[src/rtl/memory_pkg.sv]
// Shared types and helpers for the byte-maskable multiport memory.
package memory_pkg;

    typedef enum logic {
        CLEAR = 1'b0,
        READY = 1'b1
    } mem_state_e;

    // Widest word the merge helper handles; callers cast to and from their own width.
    localparam int MAX_BYTES = 32;
    localparam int MAX_WIDTH = MAX_BYTES * 8;

    function automatic logic [MAX_WIDTH-1:0] byteMerge(
        input logic [MAX_WIDTH-1:0] oldWord,
        input logic [MAX_WIDTH-1:0] newWord,
        input logic [MAX_BYTES-1:0] mask
    );
        logic [MAX_WIDTH-1:0] merged;
        merged = oldWord;
        for (int b = 0; b < MAX_BYTES; b++) begin
            if (mask[b]) begin
                merged[8*b +: 8] = newWord[8*b +: 8];
            end
        end
        return merged;
    endfunction

endpackage

[src/rtl/memory_read_port.sv]
// One read port: range check, write-first forwarding and optional output register.
module memory_read_port
    import memory_pkg::*;
#(
    parameter int MEM_WIDTH_BYTES = 4,
    parameter int MEM_DEPTH       = 16,
    parameter int SHOWAHEAD       = 0,
    parameter int WRITE_FIRST     = 1,
    localparam int W  = MEM_WIDTH_BYTES * 8,
    localparam int AW = $clog2(MEM_DEPTH)
) (
    input  logic                       clk,
    input  logic                       reset,
    input  logic                       ready_in,
    input  logic                       read_in,
    input  logic [AW-1:0]              read_addr_in,
    input  logic                       write_en_in,
    input  logic [AW-1:0]              write_addr_in,
    input  logic [MEM_WIDTH_BYTES-1:0] write_mask_in,
    input  logic [W-1:0]               data_in,
    input  logic [W-1:0]               mem_in [MEM_DEPTH],
    output logic [W-1:0]               lookup_out,
    output logic [W-1:0]               data_out,
    output logic                       valid_out
);

    logic         w_inRange;
    logic         w_forward;
    logic         w_accept;
    logic [W-1:0] w_stored;
    logic [W-1:0] w_readData;

    // Out-of-range addresses read as zero; write_en_in only ever flags in-range writes.
    always_comb begin
        w_inRange  = 32'(read_addr_in) < MEM_DEPTH;
        w_stored   = w_inRange ? mem_in[read_addr_in] : '0;
        w_forward  = (WRITE_FIRST != 0) && write_en_in && (read_addr_in == write_addr_in);
        w_readData = w_forward
                   ? W'(byteMerge(MAX_WIDTH'(w_stored), MAX_WIDTH'(data_in), MAX_BYTES'(write_mask_in)))
                   : w_stored;
        w_accept   = read_in && ready_in;
    end

    assign lookup_out = w_readData;

    // Some configurations leave these inputs without a reader.
    logic w_unusedInputs;
    assign w_unusedInputs = ^{clk, reset, write_mask_in, data_in};

    if (SHOWAHEAD != 0) begin : g_comb
        assign data_out  = w_readData;
        assign valid_out = w_accept;
    end else begin : g_reg
        logic [W-1:0] r_data;
        logic         r_valid;

        always_ff @(posedge clk) begin
            if (reset) begin
                r_data  <= '0;
                r_valid <= 1'b0;
            end else begin
                r_valid <= w_accept;
                if (w_accept) begin
                    r_data <= w_readData;
                end
            end
        end

        assign data_out  = r_data;
        assign valid_out = r_valid;
    end

endmodule

[src/rtl/multiport_memory.sv]
// Byte-maskable RAM with several independent read ports and an optional post-reset clear.
module multiport_memory
    import memory_pkg::*;
#(
    parameter int MEM_WIDTH_BYTES = 4,
    parameter int MEM_DEPTH       = 16,
    parameter int READ_PORTS      = 2,
    parameter int SHOWAHEAD       = 0,
    parameter int WRITE_FIRST     = 1,
    parameter int CLEAR_ON_RESET  = 1,
    localparam int W  = MEM_WIDTH_BYTES * 8,
    localparam int AW = $clog2(MEM_DEPTH)
) (
    input  logic                           clk,
    input  logic                           reset,
    input  logic [AW-1:0]                  write_addr_in,
    input  logic                           write_in,
    input  logic [MEM_WIDTH_BYTES-1:0]     write_mask_in,
    input  logic [W-1:0]                   data_in,
    input  logic [READ_PORTS-1:0][AW-1:0]  read_addr_in,
    input  logic [READ_PORTS-1:0]          read_in,
    output logic [READ_PORTS-1:0][W-1:0]   data_out,
    output logic [READ_PORTS-1:0]          valid_out,
    output logic                           ready_out,
    input  logic                           debugen_in
);

    logic [W-1:0]                 r_mem [MEM_DEPTH];
    mem_state_e                   r_state;
    mem_state_e                   w_nextState;
    logic [AW-1:0]                r_clearAddr;
    logic                         w_ready;
    logic                         w_writeEn;
    logic [READ_PORTS-1:0][W-1:0] w_lookup;

    assign w_ready   = (r_state == READY);
    assign ready_out = w_ready;
    assign w_writeEn = write_in && w_ready && !reset && (32'(write_addr_in) < MEM_DEPTH);

    always_ff @(posedge clk) begin
        if (reset) begin
            r_state     <= (CLEAR_ON_RESET != 0) ? CLEAR : READY;
            r_clearAddr <= '0;
        end else begin
            r_state <= w_nextState;
            if (r_state == CLEAR) begin
                r_clearAddr <= r_clearAddr + 1'b1;
            end
        end
    end

    always_comb begin
        w_nextState = r_state;
        if (r_state == CLEAR && r_clearAddr == AW'(MEM_DEPTH - 1)) begin
            w_nextState = READY;
        end
    end

    // Storage has no reset of its own; only the clear sequencer zeroes it.
    always_ff @(posedge clk) begin
        if (r_state == CLEAR) begin
            if (!reset) begin
                r_mem[r_clearAddr] <= '0;
            end
        end else if (w_writeEn) begin
            r_mem[write_addr_in] <= W'(byteMerge(MAX_WIDTH'(r_mem[write_addr_in]),
                                                 MAX_WIDTH'(data_in),
                                                 MAX_BYTES'(write_mask_in)));
        end
    end

    for (genvar p = 0; p < READ_PORTS; p++) begin : g_readPort
        memory_read_port #(
            .MEM_WIDTH_BYTES (MEM_WIDTH_BYTES),
            .MEM_DEPTH       (MEM_DEPTH),
            .SHOWAHEAD       (SHOWAHEAD),
            .WRITE_FIRST     (WRITE_FIRST)
        ) u_readPort (
            .clk           (clk),
            .reset         (reset),
            .ready_in      (w_ready),
            .read_in       (read_in[p]),
            .read_addr_in  (read_addr_in[p]),
            .write_en_in   (w_writeEn),
            .write_addr_in (write_addr_in),
            .write_mask_in (write_mask_in),
            .data_in       (data_in),
            .mem_in        (r_mem),
            .lookup_out    (w_lookup[p]),
            .data_out      (data_out[p]),
            .valid_out     (valid_out[p])
        );
    end

`ifndef SYNTHESIS
    always_ff @(posedge clk) begin
        if (debugen_in && !reset && w_ready) begin
            $write("%m:");
            if (write_in) begin
                $write(" write (%b)%h@%h", write_mask_in, data_in, write_addr_in);
            end
            for (int p = 0; p < READ_PORTS; p++) begin
                if (read_in[p]) begin
                    $write(" (read)%h@%h", w_lookup[p], read_addr_in[p]);
                end
            end
            $write("\n");
        end
    end
`endif

endmodule
[config.mk]
export PLATFORM = sky130hd
export DESIGN_NAME = multiport_memory
export DESIGN_NICKNAME = d
export VERILOG_FILES = /design/src/rtl/memory_pkg.sv /design/src/rtl/memory_read_port.sv /design/src/rtl/multiport_memory.sv
export SDC_FILE = /design/constraint.sdc
export NUM_CORES = 1
export LEC_CHECK = 0
export BUFFER_PORTS_ARGS = -buffer_cell sky130_fd_sc_hd__buf_2
export CORE_AREA = 4 4 300 302
export CTS_CLUSTER_DIAMETER = 150
export DETAILED_ROUTE_END_ITERATION = 16
export DIE_AREA = 0 0 304 306
export PLACE_DENSITY = 0.54
export SETUP_SLACK_MARGIN = 0.15
export SLEW_MARGIN = 20
export SYNTH_ARGS = -nofsm -noshare
export SYNTH_HDL_FRONTEND = slang
export SYNTH_SLANG_ARGS = --single-unit
[constraint.sdc]
create_clock -name clk -period 4.95 [get_ports clk]
set_clock_uncertainty 0.2 [all_clocks]
set_input_delay 0.495 -clock clk [delete_from_list [all_inputs] [get_ports clk]]
set_output_delay 0.495 -clock clk [all_outputs]
set_load 0.01 [all_outputs]
==> flow_metrics.env <==
export IMPL_status="completed"
export IMPL_clockPowerShare_pct=39.9
export IMPL_start_util_pct=40.53
export IMPL_power_density_nw_per_um2=335.5
export IMPL_die_width_um=304
export IMPL_numCtsBuffers=70
export IMPL_syn2layout_area_growth_pct=14.20
export IMPL_vias=29650
export IMPL_antenna_found_initial=5
export IMPL_p_seq_share_pct=44.2
export IMPL_top_level_ports=121
export IMPL_path_max_fanout=22
export IMPL_netlist_area_um2=35540
export IMPL_fin_crit_sh_pct=73.56
export IMPL_max_cap_violations=0
export IMPL_yosysTopAreaCell="edfxtp_1"
export IMPL_period_needed_ns=3.641
export IMPL_worstHoldPathType="in2reg"
export IMPL_p_switching_w=0.003727
export IMPL_ys_seq_elements=583
export IMPL_fillers=7856
export IMPL_leakagePower_nw=14.85
export IMPL_drv_slew=0
export IMPL_place_ws_ns=1.178
export IMPL_cpMaxStageDelayCell="nand3_1"
export IMPL_finalWorstSetupSlack_ns=1.309
export IMPL_ys_warn_count=0
export IMPL_drt_iter0_drc=4342
export IMPL_synth_fp_nets=3018
export IMPL_fin_total_pwr_w=0.01361
export IMPL_overflow=0
export IMPL_grt_setup_unrepaired="no"
export IMPL_first_pass_iters=6
export IMPL_wl_um=151300
export IMPL_grt_pass1_vias=28680
export IMPL_clk_pin_slew_worst_paths_ns=0.06
export IMPL_setup_viol=0
export IMPL_setup_tns_ns=0
export IMPL_critical_path_cell_chain="and3b_1, and2_1, nand3_1, o221a_2"
export IMPL_ys_async_sr_fraction_pct=0
export IMPL_rows=109
export IMPL_drc=0
export IMPL_fin_area_um2=40580
export IMPL_place_area_um2=37940
export IMPL_synth_top_area_share_pct=43.26
export IMPL_cts_root_buf="clkbuf_16"
export IMPL_via_per_inst=7.015
export IMPL_die_area_um2=93020
export IMPL_io_buffers=119
export IMPL_clkLatencyLatePin_ns=0.64
export IMPL_synth_edf_count=512
export IMPL_swShare_pct=27.38
export IMPL_grt_pass1_wl_um=213000
export IMPL_finalHoldViolCount=0
export IMPL_synthTopCellsByArea="edfxtp_1 43%, mux4_2 24%, o21ai_0 7.3%, nand2_1 6.1%, dfxtp_1 4.0%"
export IMPL_synth_distinct_cells=51
export IMPL_startpoint_type="flip-flop"
export IMPL_grt_usage_pct=31.68
export IMPL_grt_max_degree=76
export IMPL_fmaxAchievable_mhz=274.6
export IMPL_pwr_share_comb_pct=16.0
export IMPL_syn_area_per_cell_um2=12.01
export IMPL_cp_required_ns=5.25
export IMPL_synth_ff_type="edfxtp_1"
export IMPL_power_internal_w=0.009887
export IMPL_yosysSeqAreaShare_pct=47.26
export IMPL_critPathKind="reg2reg"
export IMPL_nets=3060
export IMPL_ir_drop_v=0.0002554
export IMPL_worst_pin_slew_ns=1.201
export IMPL_design_core_area_um2=87690
export IMPL_htree_levels=3
export IMPL_cts_sinks=583
export IMPL_ctsLongestPathBuffers=3
export IMPL_layout_drive_gt1_share_pct=27.31
export IMPL_relSlewSlack_pct=19.64
export IMPL_place_congestion=0.8981
export IMPL_slowest_delay_ns=0.81
export IMPL_post_cts_resized=0
export IMPL_hpwl_um=90940
export IMPL_cts_tree="done"
export IMPL_syn_inst=2960
export IMPL_worst_setup_path_end_kind="flip-flop"
export IMPL_dieHeight_um=306
export IMPL_ant_nets=0
export IMPL_avgRoutedWirePerCell_um=35.79
export IMPL_arrival_ns=3.94
placed cells by master (no fill, tap or decap), drive strengths merged, types with 26 or more instances in the layout:
cell type	netlist	routed
a211oi	26	26
o22ai	56	56
mux4	383	383
buf	73	247
a22oi	65	65
clkbuf	228	105
mux2i	53	53
nor2	102	102
dfxtp	71	71
nand2	580	580
a21oi	100	100
o21ai	518	518
edfxtp	512	512
cell usage after synthesis, drive strengths merged (12+ instances only):
master  number
a211oi      26
a21oi      100
a221o       23
a22oi       65
and2        18
buf         73
clkbuf     228
dfxtp       71
edfxtp     512
mux2        16
mux2i       53
mux4       383
nand2      580
nand3       19
nor2       102
nor2b       12
o211a       16
o21ai      518
o221a       15
o22ai       56
layer usage:
layer | part of all wire [%] | up-vias | global-route usage [%]
met2 | 43 | 2524 | 46.87
met4 | 5.8 | 8 | 15.37
li1 | - | 11690 | -
met3 | 14 | 560 | 10.16
met1 | 36 | 14860 | 42.47
met5 | 0.036 | - | 0
logic make-up after synthesis:
| logic type | after synthesis | share of synthesized area [%] |
|---|---|---|
| AO/OA/AOI/OAI | 848 | 13.86 |
| XOR/XNOR | 11 | 0.2711 |
| adder cells (fa/ha/maj) | 4 | 0.1408 |
| buffers and inverters | 305 | 3.647 |
| flip-flops | 583 | 47.26 |
| multiplexers | 452 | 26.27 |
| AND/OR/NAND/NOR | 757 | 8.545 |
sequential cells by signal, indices dropped and copies added (netlist names):
name and cells:
r_mem 512, g_readPort.u_readPort.valid_out 2, g_readPort.u_readPort.data_out 64, ready_out 1, r_clearAddr 4
layout make-up:
cell class              count  area (µm²)  share of cell area [%]
clock buffers             105        2090                   5.149
repair buffers            271        2016                   4.967
clock inverters            23       279.0                  0.6875
multi-input cells        2072       17920                   44.15
well taps                1165        1458                   3.592
inverters                   4       15.01                 0.03700
diodes                      3       7.507                 0.01850
flip-flops and latches    583       16800                   41.40
worst max-delay path: cells and delay by family, from the launching register on:
kind / cells / cell delay (ns)
DFF: 1 / 0.68
AOI/OAI and AO/OA: 1 / 0.59
and+or+nand+nor: 3 / 2.03
worst paths after layout:
path / end / slack [ns] / depth (start not counted) / start
worst min-delay path: g_readPort[0].u_readPort.data_out[1] / 0.03 / 2 / data_in[1]
worst max register to register: g_readPort[1].u_readPort.data_out[14] / 1.31 / 4 / ready_out
worst max-delay path: g_readPort[1].u_readPort.data_out[14] / 1.31 / 4 / ready_out
worst min register to register: g_readPort[1].u_readPort.data_out[16] / 0.27 / 2 / g_readPort[1].u_readPort.data_out[16]
through the flow:
stage                     utilization, %  std cells  hold WS (ns)
after detailed placement           43.27       4070        0.2568
after CTS                          46.24       4222      0.002471
after floorplan                        -       2960        0.2835
after global placement             43.24       4069        0.2433
after global routing               46.27       4224       0.01274
final                              46.28       4226       0.02840
power by group through the flow:
stage / Clock, W / Combinational (W) / Sequential, W
CTS: 0.00546 / 0.00212 / 0.00600
finish: 0.00543 / 0.00217 / 0.00601
global placement: 0 / 0.00207 / 0.00607
detailed placement: 0 / 0.00210 / 0.00610
floorplan: 0 / 0.00141 / 0.00600
global route: 0.00566 / 0.00228 / 0.00605
timing repair:
item | in CTS | in global routing
hold buffers | 24 | 0
setup buffers | 0 | 0
endpoints found under the hold margin | 39 | 0
(Power assumes the default switching activity.)
